==> src/rtl/clint_access_arbiter.sv <==
// clint_access_arbiter
//
// Shares the single CLINT AXI4 slave port between two register-access requesters
// (requester 0: core-side mailbox, requester 1: host/debug path). Requests are
// arbitrated round-robin. Each granted request becomes exactly one single-beat
// 64-bit AXI4 write (AW+W, then B) or read (AR, then R). The response goes back
// to the requester that was granted.
//
// Ports
//   clk_i, rst_ni                   clock, asynchronous active-low reset
//   reqN_valid_i / reqN_we_i        request pending / 1 = write
//   reqN_addr_i                     16-bit byte offset into the CLINT (bits [2:0] ignored)
//   reqN_wdata_i / reqN_be_i        write data / byte enables
//   reqN_gnt_o                      one-cycle grant (request fields are captured here)
//   reqN_rsp_valid_o                one-cycle response strobe
//   reqN_rsp_rdata_o / _err_o       read data (0 for writes) / error flag
//   aw_*, w_*, b_*, ar_*, r_*       AXI4 master channels to the CLINT wrapper
//
// The constant AXI fields (len, size, burst, id = AXI_ID, w_last, etc.) are
// driven by the integrating wrapper, so they are not ports here.

module clint_access_arbiter #(
    parameter logic [63:0] BASE_ADDR = 64'h0000_0000_0200_0000,
    parameter logic [3:0]  AXI_ID    = 4'd0
) (
    input  logic        clk_i,
    input  logic        rst_ni,

    // Requester 0
    input  logic        req0_valid_i,
    input  logic        req0_we_i,
    input  logic [15:0] req0_addr_i,
    input  logic [63:0] req0_wdata_i,
    input  logic [7:0]  req0_be_i,
    output logic        req0_gnt_o,
    output logic        req0_rsp_valid_o,
    output logic [63:0] req0_rsp_rdata_o,
    output logic        req0_rsp_err_o,

    // Requester 1
    input  logic        req1_valid_i,
    input  logic        req1_we_i,
    input  logic [15:0] req1_addr_i,
    input  logic [63:0] req1_wdata_i,
    input  logic [7:0]  req1_be_i,
    output logic        req1_gnt_o,
    output logic        req1_rsp_valid_o,
    output logic [63:0] req1_rsp_rdata_o,
    output logic        req1_rsp_err_o,

    // AXI4 write address / data / response
    output logic [63:0] aw_addr_o,
    output logic        aw_valid_o,
    input  logic        aw_ready_i,
    output logic [63:0] w_data_o,
    output logic [7:0]  w_strb_o,
    output logic        w_valid_o,
    input  logic        w_ready_i,
    input  logic [1:0]  b_resp_i,
    input  logic        b_valid_i,
    output logic        b_ready_o,

    // AXI4 read address / data
    output logic [63:0] ar_addr_o,
    output logic        ar_valid_o,
    input  logic        ar_ready_i,
    input  logic [63:0] r_data_i,
    input  logic [1:0]  r_resp_i,
    input  logic        r_last_i,
    input  logic        r_valid_i,
    output logic        r_ready_o
);

    typedef enum logic [2:0] {
        StIdle,
        StWr,
        StBwait,
        StRd,
        StRwait,
        StRsp
    } state_e;

    state_e      state_q;
    logic        last_owner_q;  // round-robin pointer: owner of the last completed access
    logic        owner_q;       // requester that owns the current access
    logic [63:0] addr_q;        // absolute AXI address of the current access
    logic [63:0] wdata_q;
    logic [7:0]  be_q;
    logic        aw_valid_q;
    logic        w_valid_q;
    logic        ar_valid_q;
    logic        b_ready_q;
    logic        r_ready_q;
    logic        rsp_valid_q;
    logic [63:0] rdata_q;
    logic        err_q;

    // Arbitration
    logic        any_req;
    logic        winner;
    logic        grant;
    logic        sel_we;
    logic [15:0] sel_addr;
    logic [63:0] sel_wdata;
    logic [7:0]  sel_be;
    logic [63:0] sel_axi_addr;

    assign any_req = req0_valid_i | req1_valid_i;

    // When both requesters are valid, the one that did not own the last access wins.
    // A lone requester always wins.
    assign winner = (req0_valid_i & req1_valid_i) ? ~last_owner_q : req1_valid_i;

    // The grant is gated by rst_ni. This keeps the grant low while reset is held,
    // even though the FSM already sits in idle.
    assign grant = rst_ni & (state_q == StIdle) & any_req;

    assign req0_gnt_o = grant & ~winner;
    assign req1_gnt_o = grant & winner;

    assign sel_we    = winner ? req1_we_i    : req0_we_i;
    assign sel_addr  = winner ? req1_addr_i  : req0_addr_i;
    assign sel_wdata = winner ? req1_wdata_i : req0_wdata_i;
    assign sel_be    = winner ? req1_be_i    : req0_be_i;

    // 64-bit add; it wraps modulo 2^64 by construction.
    assign sel_axi_addr = BASE_ADDR + {48'b0, sel_addr[15:3], 3'b000};

    // Sub-word offset bits and the AXI ID are intentionally not consumed here.
    logic unused_bits;
    assign unused_bits = ^{req0_addr_i[2:0], req1_addr_i[2:0], AXI_ID};

    // Control FSM and all registered outputs
    always_ff @(posedge clk_i or negedge rst_ni) begin
        if (!rst_ni) begin
            state_q      <= StIdle;
            last_owner_q <= 1'b1;
            owner_q      <= 1'b0;
            addr_q       <= '0;
            wdata_q      <= '0;
            be_q         <= '0;
            aw_valid_q   <= 1'b0;
            w_valid_q    <= 1'b0;
            ar_valid_q   <= 1'b0;
            b_ready_q    <= 1'b0;
            r_ready_q    <= 1'b0;
            rsp_valid_q  <= 1'b0;
            rdata_q      <= '0;
            err_q        <= 1'b0;
        end else begin
            unique case (state_q)
                StIdle: begin
                    if (any_req) begin
                        owner_q <= winner;
                        addr_q  <= sel_axi_addr;
                        wdata_q <= sel_wdata;
                        be_q    <= sel_be;
                        rdata_q <= '0;
                        err_q   <= 1'b0;
                        if (sel_we) begin
                            aw_valid_q <= 1'b1;
                            w_valid_q  <= 1'b1;
                            state_q    <= StWr;
                        end else begin
                            ar_valid_q <= 1'b1;
                            state_q    <= StRd;
                        end
                    end
                end

                StWr: begin
                    // AW and W complete independently. Leave once both are done,
                    // which may happen in the same cycle.
                    if (aw_valid_q && aw_ready_i) begin
                        aw_valid_q <= 1'b0;
                    end
                    if (w_valid_q && w_ready_i) begin
                        w_valid_q <= 1'b0;
                    end
                    if ((!aw_valid_q || aw_ready_i) && (!w_valid_q || w_ready_i)) begin
                        b_ready_q <= 1'b1;
                        state_q   <= StBwait;
                    end
                end

                StBwait: begin
                    if (b_valid_i) begin
                        b_ready_q   <= 1'b0;
                        err_q       <= (b_resp_i != 2'b00);
                        rdata_q     <= '0;
                        rsp_valid_q <= 1'b1;
                        state_q     <= StRsp;
                    end
                end

                StRd: begin
                    if (ar_ready_i) begin
                        ar_valid_q <= 1'b0;
                        r_ready_q  <= 1'b1;
                        state_q    <= StRwait;
                    end
                end

                StRwait: begin
                    if (r_valid_i) begin
                        r_ready_q   <= 1'b0;
                        rdata_q     <= r_data_i;
                        // A single-beat read that is not marked last is treated as an error.
                        err_q       <= (r_resp_i != 2'b00) | ~r_last_i;
                        rsp_valid_q <= 1'b1;
                        state_q     <= StRsp;
                    end
                end

                StRsp: begin
                    rsp_valid_q  <= 1'b0;
                    last_owner_q <= owner_q;
                    state_q      <= StIdle;
                end

                default: begin
                    state_q <= StIdle;
                end
            endcase
        end
    end

    // Output assignments
    assign aw_addr_o  = addr_q;
    assign aw_valid_o = aw_valid_q;
    assign w_data_o   = wdata_q;
    assign w_strb_o   = be_q;
    assign w_valid_o  = w_valid_q;
    assign b_ready_o  = b_ready_q;
    assign ar_addr_o  = addr_q;
    assign ar_valid_o = ar_valid_q;
    assign r_ready_o  = r_ready_q;

    // Only the owner sees the response. The non-owner's outputs are held at zero.
    assign req0_rsp_valid_o = rsp_valid_q & ~owner_q;
    assign req0_rsp_rdata_o = owner_q ? 64'd0 : rdata_q;
    assign req0_rsp_err_o   = ~owner_q & err_q;

    assign req1_rsp_valid_o = rsp_valid_q & owner_q;
    assign req1_rsp_rdata_o = owner_q ? rdata_q : 64'd0;
    assign req1_rsp_err_o   = owner_q & err_q;

endmodule

==> config.mk <==
export PLATFORM = sky130hd
export DESIGN_NAME = clint_access_arbiter
export DESIGN_NICKNAME = d
export VERILOG_FILES = /design/src/rtl/clint_access_arbiter.sv
export SDC_FILE = /design/constraint.sdc
export NUM_CORES = 1
export LEC_CHECK = 0
export BUFFER_PORTS_ARGS = -buffer_cell sky130_fd_sc_hd__clkbuf_2
export CAP_MARGIN = 20
export CORE_AREA = 4 4 227 229
export CTS_BUF_LIST = sky130_fd_sc_hd__clkbuf_2
export DETAILED_ROUTE_END_ITERATION = 8
export DIE_AREA = 0 0 231 233
export PLACE_DENSITY = 0.43
export SLEW_MARGIN = 15
export SYNTH_ARGS = -nofsm -noshare
export SYNTH_HDL_FRONTEND = slang
export SYNTH_SLANG_ARGS = --single-unit
==> constraint.sdc <==
create_clock -name clk_i -period 1.6 [get_ports clk_i]
set_input_delay 0.24 -clock clk_i [delete_from_list [all_inputs] [get_ports clk_i]]
set_output_delay 0.24 -clock clk_i [all_outputs]
set_load 0.02 [all_outputs]
==> Implementation_results.wiki, run 1 <==
{| class="wikitable"
! Metric !! Value
|-
| Status || aborted with a tool error
|-
| Post-cts repair resize count || 351
|-
| Post-synthesis sequential area ratio || 0.446
|-
| Inserted Clock Buffers || 17
|-
| Flop and latch count out of synthesis || 162
|-
| Netlist area before placement || 0.00909 mm^2
|-
| CTS sink count || 162
|-
| Prevailing post-synth register cell || sky130_fd_sc_hd__dfrtp_1
|-
| Last step reached || clock tree synthesis (4_1_cts)
|-
| I/O Pins || 595
|-
| Share of the synthesized area in the top cell type || 0.443
|-
| Number of flops mapped to enable cells by yosys || 0
|-
| Root buf cell || sky130_fd_sc_hd__clkbuf_2
|-
| Setup Buffers After CTS || 21
|-
| Placer's final routability congestion estimate || 0.829
|-
| Error that ended the run || [ERROR RSZ-0060] Max buffer count reached.
|-
| Effective utilization at floorplan || 0.183
|-
| Row cnt || 82
|-
| Count of input and output buffers || 488
|-
| Number of buffers on the longest clock path || 2
|-
| Count of mapped cells out of synthesis || 979
|-
| Width of the chip || 231 um
|-
| Post-synthesis average cell area || 9.28 um^2
|-
| Number of library cell types mapped by synthesis || 41
|-
| Largest cells by area after synthesis || sky130_fd_sc_hd__dfrtp_1 44%, sky130_fd_sc_hd__mux2i_1 17%, sky130_fd_sc_hd__buf_4 9.9%
|-
| Async set-reset flop share out of synthesis || 1.00
|-
| Cell type with the highest aggregate area in the netlist || sky130_fd_sc_hd__dfrtp_1
|-
| Worst setup slack before clock tree synthesis || -0.0406 ns
|-
| Depth of the CTS H-tree || 4
|-
| Total half-perimeter wirelength after legalization and detailed placement || 25.5 mm
|-
| Quantity of hold-fixing buffers added after cts || 439
|-
| Die height || 233 um
|-
| Number of warnings printed during yosys synthesis || 0
|}
cell usage after synthesis (all sizes together), types with 2 or more instances:
cell / number
o211ai: 3
a2bb2oi: 2
and2: 66
nand3: 2
nand2b: 2
nor3b: 3
o21ai: 93
clkbuf: 28
nor2: 67
buf: 149
dfrtp: 161
inv: 67
nor2b: 4
nand3b: 2
mux2i: 151
a21oi: 3
mux2: 2
nand2: 155
a31oi: 2
nor3: 2
cells by family after synthesis:
logic type / synth area share
mux: 0.169
other cells: 0.000413
compound gates: 0.0690
buf+inv: 0.163
flops: 0.446
simple gates: 0.152
stage by stage:
step / utilization / instance area (um^2) / cells
global placement: 0.248 / 12300 / 2131
detailed placement: 0.248 / 12300 / 2131
floorplan: - / 9490 / 1078
==> run 2: changes to the inputs <==
Settings changed: CTS_BUF_LIST sky130_fd_sc_hd__clkbuf_2 to not set, PLACE_DENSITY 0.43 to not set, PLACE_DENSITY_LB_ADDON set to 0.15.
Clock period 1.6 ns to 2.08 ns, I/O delays scaled along.
==> Implementation_results.wiki, run 2 <==
{| class="wikitable"
! Metric !! Value
|-
| Status || complete, no violations
|-
| Number of pins exceeding their max-slew limit in the final report || 0
|-
| Clock latency on the worst-skew pair || 0.47 ns
|-
| Worst Hold Launch || r_data_i[15]
|-
| Standard cell core area || 0.0497 mm^2
|-
| Row cnt || 82
|-
| Top post-synthesis cells by count || 161 x sky130_fd_sc_hd__dfrtp_1, 155 x sky130_fd_sc_hd__nand2_1, 151 x sky130_fd_sc_hd__mux2i_1
|-
| CTS sink count || 162
|-
| Inserted Clock Buffers || 17
|-
| Number of nets in the layout || 1730
|-
| RSZ-0062 raised after global routing || no
|-
| Most common cell after layout, fill and taps aside || sky130_fd_sc_hd__clkbuf_2
|-
| Sum of routed wire length over all layers || 33.5 mm
|-
| Antenna violations before repair || 2
|-
| Reg-to-reg startpoint || state_q[2]
|-
| Required time at the endpoint of the critical path || 1.77 ns
|-
| Worst setup slack before clock tree synthesis || 0.228 ns
|-
| DR pass1 iterations || 4
|-
| Hold violation count in the final report || 0
|-
| Wire length of the first global-routing pass || 48.9 mm
|-
| Worst Setup Path Type || reg2out
|-
| Worst clock skew || 0.0135 ns
|-
| Number of buffers on the longest clock path || 2
|-
| Count of vias placed by the detailed router || 7827
|-
| Post-synthesis average cell area || 9.28 um^2
|-
| Power per cell area || 1420 mW/mm^2
|-
| Clock tree from TritonCTS || done
|-
| Number of global-route vias before repair || 7829
|-
| DR DRC count || 0
|-
| Effective utilization at floorplan || 0.183
|-
| Number of warnings printed during yosys synthesis || 0
|-
| Hold EP || rdata_q[15]
|-
| Static leakage || 0.00685 uW
|-
| Post-route worst setup slack || 0.109 ns
|-
| Layout Utilization || 0.261
|-
| Filler Cell Count || 5510
|-
| Via/cell ratio || 3.62
|-
| Worst Hold Class || in2reg
|-
| Placer's final routability congestion estimate || 0.785
|-
| Width of the chip || 231 um
|-
| Worst r2r path cells || 6
|-
| Post-synthesis sequential area ratio || 0.446
|-
| Design Area, Final || 0.0130 mm^2
|-
| Depth of the CTS H-tree || 4
|-
| Flop and latch count out of synthesis || 162
|-
| Die height || 233 um
|-
| DP Area || 0.0119 mm^2
|-
| Worst IR Drop VDD || 0.000459 V
|-
| Clock transition at path regs || 0.07 ns
|-
| Maximum number of pins on one net before global-route repair || 99
|-
| Category of the worst setup path launch point || flop
|-
| Arrival time worst endpoint || 1.66 ns
|-
| Critical path capture point type || output pin
|-
| Antenna Violating Nets Remaining || 0
|-
| GR Overflow Total || 0
|-
| Cell type with the highest aggregate area in the netlist || sky130_fd_sc_hd__dfrtp_1
|-
| Time the worst path needs with I/O delays and setup || 1.97 ns
|-
| Slew at the pin closest to its max-slew limit || 0.701 ns
|-
| Per-cell routed wire length || 15.5 um
|-
| Share of the synthesized area in the top cell type || 0.443
|-
| Most frequent cells in the layout || 486 x sky130_fd_sc_hd__clkbuf_2, 157 x sky130_fd_sc_hd__dfrtp_1, 155 x sky130_fd_sc_hd__nand2_1, 151 x sky130_fd_sc_hd__mux2i_1, 100 x sky130_fd_sc_hd__conb_1
|-
| Count of mapped cells out of synthesis || 979
|-
| Prevailing post-synth register cell || sky130_fd_sc_hd__dfrtp_1
|-
| Period utilisation layout || 0.947
|-
| Netlist area before placement || 0.00909 mm^2
|-
| Max-capacitance violation count || 0
|-
| R2r setup slk || 0.28 ns
|-
| Most numerous cell in the Yosys netlist || sky130_fd_sc_hd__dfrtp_1
|-
| Layout cells sized above 1 || 0.385
|-
| Launch point of the critical path || last_owner_q
|-
| Reg2Reg Capture Point || rdata_q[18]
|-
| Total die area || 0.0538 mm^2
|-
| Worst Path Max Fanout || 16
|-
| Final-layout setup total negative slack || 0 ns
|-
| DRC violation total after the first TritonRoute iteration || 244
|-
| Normalized max-slew margin || 0.533
|-
| Final setup violation count || 0
|-
| Number of flops mapped to enable cells by yosys || 0
|-
| Area growth from synthesis to layout || 42.6%
|-
| Placed cell count || 2090
|-
| Largest cells by area after synthesis || sky130_fd_sc_hd__dfrtp_1 44%, sky130_fd_sc_hd__mux2i_1 17%, sky130_fd_sc_hd__buf_4 9.9%
|-
| Number of library cell types mapped by synthesis || 41
|-
| Highest clock frequency the design can meet || 507 MHz
|-
| Root buf cell || sky130_fd_sc_hd__clkbuf_16
|-
| Count of input and output buffers || 488
|-
| I/O Pins || 595
|-
| Hold-critical path depth || 3
|-
| Final cell count without fillers || 2160
|-
| Global-route usage over all layers || 0.121
|-
| Total half-perimeter wirelength after legalization and detailed placement || 25.6 mm
|-
| Async set-reset flop share out of synthesis || 1.00
|}
run 2: layout make-up:
type	instances	area, um^2	share of cell area
clock buffers	19	443	0.0342
multi-input cells	672	3960	0.305
repair buffers	554	3210	0.248
diodes	1	2.50	0.000193
inverters	67	251	0.0194
flip-flops and latches	162	4060	0.314
clock inverters	13	181	0.0140
well taps	672	841	0.0649
run 2: where the power goes:
| part | internal [uW] | total (uW) | switching, uW |
|---|---|---|---|
| combinational | 3350 | 9410 | 6070 |
| sequential | 4570 | 5440 | 869 |
| clock | 2040 | 3480 | 1440 |
run 2: how the worst max path moves through the flow:
| stage | end | depth (start not counted) |
|---|---|---|
| final | req0_gnt_o | 4 |
| after global routing | req0_rsp_rdata_o[41] | 3 |
| after CTS | req1_gnt_o | 4 |
| after detailed placement | w_data_o[24] | 6 |
| after floorplan | req0_gnt_o | 6 |
| after global placement | w_data_o[24] | 6 |
run 2: layer usage:
| layer | vias to the layer above | track usage | wire (um) |
|---|---|---|---|
| li1 | 3923 | - | - |
| met1 | 3559 | 0.153 | 14600 |
| met2 | 326 | 0.195 | 15900 |
| met3 | 19 | 0.0468 | 2570 |
| met4 | 0 | 0.0319 | 383 |
| met5 | - | 0 | 0 |
run 2: per-stage QoR:
step | hold slack, ns | total power [uW]
CTS | 0.000290 | 18800
finish | 0.0716 | 18300
global route | 0.0315 | 19800
floorplan | 0.0164 | 11700
detailed placement | 0.377 | 14900
global placement | 0.373 | 14900
run 2: timing repair:
action                     in CTS  in global routing
setup buffers                   7                  0
hold endpoints to repair      189                  0
resized for setup               6                  1
setup endpoints to repair      99                  1
cloned                          1                  0
pin swaps                       1                  1
hold buffers                   29                  0
run 2: cell families (layout without fill, tap and decap cells):
| kind of cell | after synthesis | after routing | synth area share |
|---|---|---|---|
| other | 1 | 101 | 0.000413 |
| buffers and inverters | 244 | 653 | 0.163 |
| flip-flops | 162 | 162 | 0.446 |
| multiplexers | 153 | 153 | 0.169 |
| AND/OR/NAND/NOR | 307 | 307 | 0.152 |
| AO/OA/AOI/OAI | 112 | 112 | 0.0690 |
run 2: critical path: stages (launching register included):
cell                       delay [ns]
sky130_fd_sc_hd__dfstp_2         0.57
sky130_fd_sc_hd__a21boi_4        0.07
sky130_fd_sc_hd__buf_12          0.16
sky130_fd_sc_hd__nor3b_2         0.17
sky130_fd_sc_hd__clkbuf_4        0.19
Power figures use the tool's default switching activity.
==> run 3: changes to the inputs <==
Settings changed: MAX_ROUTING_LAYER set to met4.
==> Implementation_results.wiki, run 3 (synthesis results as in run 2) <==
{| class="wikitable"
! Metric !! Value
|-
| Status || complete, no violations
|-
| Total die area || 0.0538 mm^2
|-
| DR pass1 iterations || 4
|-
| Detailed-routing wirelength on met1 || 14.7 mm
|-
| Count of input and output buffers || 488
|-
| Power per cell area || 1420 mW/mm^2
|-
| Required time at the endpoint of the critical path || 1.77 ns
|-
| CTS sink count || 162
|-
| Most frequent cells in the layout || 486 x sky130_fd_sc_hd__clkbuf_2, 157 x sky130_fd_sc_hd__dfrtp_1, 155 x sky130_fd_sc_hd__nand2_1, 151 x sky130_fd_sc_hd__mux2i_1, 100 x sky130_fd_sc_hd__conb_1
|-
| Count of vias placed by the detailed router || 7831
|-
| Static leakage || 0.00685 uW
|-
| Critical Path Stages || 4
|-
| Number of buffers on the longest clock path || 2
|-
| Layout cells sized above 1 || 0.385
|-
| Antenna violations before repair || 1
|-
| Max-capacitance violation count || 0
|-
| Total half-perimeter wirelength after legalization and detailed placement || 25.6 mm
|-
| Filler Cell Count || 5509
|-
| Area growth from synthesis to layout || 42.6%
|-
| Hold violation count in the final report || 0
|-
| Width of the chip || 231 um
|-
| Global-route usage over all layers || 0.125
|-
| Inserted Clock Buffers || 17
|-
| DRC violation total after the first TritonRoute iteration || 272
|-
| Buffers and inverters on the worst path || 2
|-
| Met3 wire len || 2.35 mm
|-
| Hold-critical path depth || 3
|-
| Time the worst path needs with I/O delays and setup || 1.98 ns
|-
| Period utilisation layout || 0.951
|-
| FF+latch area || 0.00406 mm^2
|-
| Ordered list of cells on the worst path || a21boi_4 -> buf_12 -> nor3b_2 -> clkbuf_4
|-
| Row cnt || 82
|-
| Clock latency on the worst-skew pair || 0.48 ns
|-
| DR DRC count || 0
|-
| Number of global-route vias before repair || 7857
|-
| Area taken by multi-input logic gates || 0.00396 mm^2
|-
| GR Overflow Total || 0
|-
| Standard cell core area || 0.0497 mm^2
|-
| Worst IR Drop VDD || 0.000458 V
|-
| Antenna Violating Nets Remaining || 0
|-
| Wire length of the first global-routing pass || 48.8 mm
|-
| RSZ-0062 raised after global routing || no
|-
| Root buf cell || sky130_fd_sc_hd__clkbuf_16
|-
| Clock tree from TritonCTS || done
|-
| Placer's final routability congestion estimate || 0.796
|-
| Sum of routed wire length over all layers || 33.5 mm
|-
| Worst clock skew || 0.0253 ns
|-
| Arrival time worst endpoint || 1.67 ns
|-
| Layout Utilization || 0.261
|-
| Worst Hold Class || in2reg
|-
| Critical path capture point type || output pin
|-
| Critical path's largest stage delay || 0.57 ns
|-
| Worst Setup Path Type || reg2out
|-
| Depth of the CTS H-tree || 4
|-
| Slew at the pin closest to its max-slew limit || 0.694 ns
|-
| Most common cell after layout, fill and taps aside || sky130_fd_sc_hd__clkbuf_2
|-
| Effective utilization at floorplan || 0.183
|-
| Clock transition at path regs || 0.07 ns
|-
| Final-layout setup total negative slack || 0 ns
|-
| Worst Path Max Fanout || 16
|-
| Number of pins exceeding their max-slew limit in the final report || 0
|-
| Critical path's top delay family || flip-flops
|-
| Normalized max-slew margin || 0.538
|-
| Per-cell routed wire length || 15.5 um
|-
| Final setup violation count || 0
|-
| Top layer in use || met4
|-
| Die height || 233 um
|-
| I/O Pins || 595
|-
| Worst r2r path cells || 6
|-
| Category of the worst setup path launch point || flop
|-
| Via/cell ratio || 3.63
|-
| Maximum number of pins on one net before global-route repair || 99
|-
| Met2 Routed Length || 16.0 mm
|-
| Number of nets in the layout || 1730
|-
| Worst hold slack across all endpoints || 0.0752 ns
|-
| Highest clock frequency the design can meet || 506 MHz
|-
| CP max-delay cell || sky130_fd_sc_hd__dfstp_2
|}
-- run 3: power breakdown --
group / total (uW) / internal, uW / switching (uW)
Combinational: 9420 / 3350 / 6070
Sequential: 5440 / 4570 / 873
Clock: 3470 / 2040 / 1430
Total: 18300 / 9960 / 8370
-- run 3: worst paths after layout --
check / startpoint / to / slack, ns
max: last_owner_q / req0_gnt_o / 0.10
min: r_data_i[46] / rdata_q[46] / 0.08
max reg2reg: state_q[2] / rdata_q[18] / 0.27
min reg2reg: w_data_o[28] / w_data_o[28] / 0.48
max in group asynchronous: rst_ni / owner_q / 0.97
min in group asynchronous: rst_ni / w_data_o[36] / 0.46
-- run 3: through the flow --
step | setup WS [ns] | cells | total power (uW) | area (um^2)
floorplan | 0.0875 | 1078 | 11700 | 9460
global route | 0.0000625 | 2160 | 19800 | 13000
global placement | 0.283 | 2090 | 14900 | 11900
detailed placement | 0.228 | 2090 | 14900 | 11900
CTS | 0.0124 | 2159 | 18800 | 12900
finish | 0.102 | 2160 | 18300 | 13000
-- run 3: final cells by class --
| class | count | share of cell area |
|---|---|---|
| Sequential cell | 162 | 0.314 |
| Antenna cell | 1 | 0.000193 |
| Clock inverter | 13 | 0.0140 |
| Multi-Input combinational cell | 672 | 0.305 |
| Tap cell | 672 | 0.0649 |
| Inverter | 67 | 0.0194 |
| Timing Repair Buffer | 554 | 0.248 |
| Clock buffer | 19 | 0.0342 |
-- run 3: metal layers --
metal | up-vias | global-route usage
li1 | 3924 | -
met1 | 3567 | 0.153
met2 | 317 | 0.196
met3 | 23 | 0.0421
met4 | 0 | 0.0382
met5 | - | -
-- run 3: what timing repair did --
item	CTS	global route
gates resized for setup	6	1
setup buffers	7	0
cloned	1	0
hold buffers	29	0
pin swaps	1	0
endpoints found under the setup margin	99	1
hold endpoints to repair	189	0
-- run 3: worst register-to-register path, stage by stage, from the launching register on --
cell	delay, ns
sky130_fd_sc_hd__dfrtp_2	0.44
sky130_fd_sc_hd__buf_4	0.17
sky130_fd_sc_hd__buf_4	0.15
sky130_fd_sc_hd__o311ai_4	0.27
sky130_fd_sc_hd__buf_4	0.22
sky130_fd_sc_hd__buf_12	0.23
sky130_fd_sc_hd__mux2i_1	0.24
==> run 4: changes to the inputs <==
Settings changed: CTS_BUF_LIST set to sky130_fd_sc_hd__clkbuf_4 sky130_fd_sc_hd__clkbuf_8, RECOVER_POWER set to 100.
==> Implementation_results.wiki, run 4 (synthesis results as in run 2) <==
{| class="wikitable"
! Metric !! Value
|-
| Clock latency on the worst-skew pair || 0.54 ns
|-
| Most frequent cells in the layout || 286 x sky130_fd_sc_hd__clkbuf_2, 198 x sky130_fd_sc_hd__dlygate4sd3_1, 157 x sky130_fd_sc_hd__dfrtp_1, 155 x sky130_fd_sc_hd__nand2_1, 151 x sky130_fd_sc_hd__mux2i_1
|-
| Total die area || 0.0538 mm^2
|-
| Via/cell ratio || 3.71
|-
| Hold-critical path depth || 3
|-
| Global-route usage over all layers || 0.136
|-
| DR DRC count || 0
|-
| Worst hold slack across all endpoints || 0.0968 ns
|-
| Final setup violation count || 0
|-
| Worst clock skew || 0.0177 ns
|-
| Normalized max-slew margin || 0.371
|-
| Hold EP || w_data_o[49]
|-
| Arrival time worst endpoint || 1.70 ns
|-
| CTS sink count || 162
|-
| Sum of routed wire length over all layers || 37.0 mm
|-
| Root buf cell || sky130_fd_sc_hd__clkbuf_8
|-
| Number of pins exceeding their max-slew limit in the final report || 0
|-
| Reg-to-reg startpoint || state_q[2]
|-
| Worst r2r path cells || 7
|-
| Placer's final routability congestion estimate || 0.796
|-
| Max-capacitance violation count || 0
|-
| Status || complete, no violations
|-
| Number of buffers on the longest clock path || 2
|-
| Slew at the pin closest to its max-slew limit || 0.944 ns
|-
| R2r setup slk || 0.10 ns
|-
| Antenna violations before repair || 2
|-
| Per-cell routed wire length || 15.7 um
|-
| Inserted Clock Buffers || 17
|-
| Number of nets in the layout || 1918
|-
| Layout cells sized above 1 || 0.342
|-
| Highest clock frequency the design can meet || 497 MHz
|-
| Placed cell count || 2090
|-
| DRC violation total after the first TritonRoute iteration || 241
|-
| Reg2Reg Capture Point || rdata_q[25]
|-
| Worst Hold Class || in2reg
|-
| Worst Path Max Fanout || 2
|-
| DR pass1 iterations || 4
|-
| Area growth from synthesis to layout || 75.2%
|-
| Die height || 233 um
|-
| Width of the chip || 231 um
|-
| Worst Setup Path Type || reg2out
|-
| Hold violation count in the final report || 0
|-
| Effective utilization at floorplan || 0.183
|-
| Clock tree from TritonCTS || done
|-
| Count of vias placed by the detailed router || 8711
|-
| Most common cell after layout, fill and taps aside || sky130_fd_sc_hd__clkbuf_2
|-
| Antenna Violating Nets Remaining || 0
|-
| I/O Pins || 595
|-
| Critical path capture point type || output pin
|-
| Final cell count without fillers || 2349
|-
| Wire length of the first global-routing pass || 53.7 mm
|-
| Category of the worst setup path launch point || flop
|-
| Clock transition at path regs || 0.09 ns
|-
| Depth of the CTS H-tree || 4
|-
| Period utilisation layout || 0.968
|-
| RSZ-0062 raised after global routing || yes
|-
| Worst Hold Launch || req1_wdata_i[49]
|-
| Time the worst path needs with I/O delays and setup || 2.01 ns
|-
| Number of global-route vias before repair || 9058
|-
| Row cnt || 82
|-
| Total half-perimeter wirelength after legalization and detailed placement || 25.6 mm
|-
| Count of input and output buffers || 488
|-
| Required time at the endpoint of the critical path || 1.77 ns
|-
| GR Overflow Total || 0
|-
| Maximum number of pins on one net before global-route repair || 99
|-
| Static leakage || 0.00755 uW
|-
| Worst IR Drop VDD || 0.000467 V
|-
| Power per cell area || 1270 mW/mm^2
|-
| Standard cell core area || 0.0497 mm^2
|}
## run 4: cell types whose count changed in the layout (fill, tap and decap cells not counted), sizes merged
| cell | delta |
|---|---|
| dlygate4sd3 | +169 |
| buf | +76 |
| clkbuf | -56 |
| bufbuf | -1 |
| diode | +1 |
## run 4: critical path, cell delays in order (launching register included)
cell and delay (ns):
sky130_fd_sc_hd__dfrtp_2 0.45, sky130_fd_sc_hd__nor3_4 0.26, sky130_fd_sc_hd__o21ai_4 0.11, sky130_fd_sc_hd__nor3b_2 0.18, sky130_fd_sc_hd__clkbuf_8 0.17
## run 4: metrics by stage
stage	cell area [um^2]	total power, uW	setup TNS, ns	setup slack [ns]	utilization
after floorplan	9460	11700	0	0.0875	-
after global placement	11900	14900	0	0.283	0.240
after detailed placement	11900	14900	0	0.228	0.240
after CTS	15600	20100	-2.25	-0.0783	0.314
after global routing	15900	21600	-0.771	-0.0625	0.321
final	15900	20100	0	0.0674	0.321
## run 4: final cells by class
| cell class | instances | area [um^2] |
|---|---|---|
| tap | 672 | 841 |
| multi-input combinational | 672 | 4390 |
| clock inverter | 13 | 181 |
| inverter | 67 | 251 |
| antenna | 2 | 5.00 |
| clock buffer | 19 | 255 |
| fill | 5227 | 33700 |
| timing repair buffer | 742 | 5930 |
| sequential | 162 | 4060 |
## run 4: what timing repair did
action,in CTS,in global routing
endpoints found under the hold margin,300,0
hold buffers,198,0
setup buffers,14,2
pin swaps,37,4
gates cloned,8,4
resized for setup,232,184
setup endpoints to repair,121,75
## run 4: layer usage
layer | share of wire | GRT usage
met3 | 0.065 | 0.0427
met1 | 0.42 | 0.160
met2 | 0.49 | 0.219
met5 | 0 | -
met4 | 0.024 | 0.0485
## run 4: worst max-delay path by stage
stage,start,to,cells after the start
3_3_place_gp,req1_valid_i,w_data_o[24],6
5_1_grt,state_q[2],req0_gnt_o,4
4_1_cts,state_q[0],req1_gnt_o,4
2_1_floorplan,state_q[0],req0_gnt_o,6
3_5_place_dp,req1_valid_i,w_data_o[24],6
6_report,state_q[2],req0_gnt_o,4
## run 4: power by group
group / total, uW / leakage [uW] / switching (uW) / internal (uW)
Combinational: 12000 / 0.00525 / 7010 / 4980
Clock: 2710 / 0.000220 / 1360 / 1350
Sequential: 5440 / 0.00207 / 876 / 4560
Total: 20100 / 0.00755 / 9250 / 10900
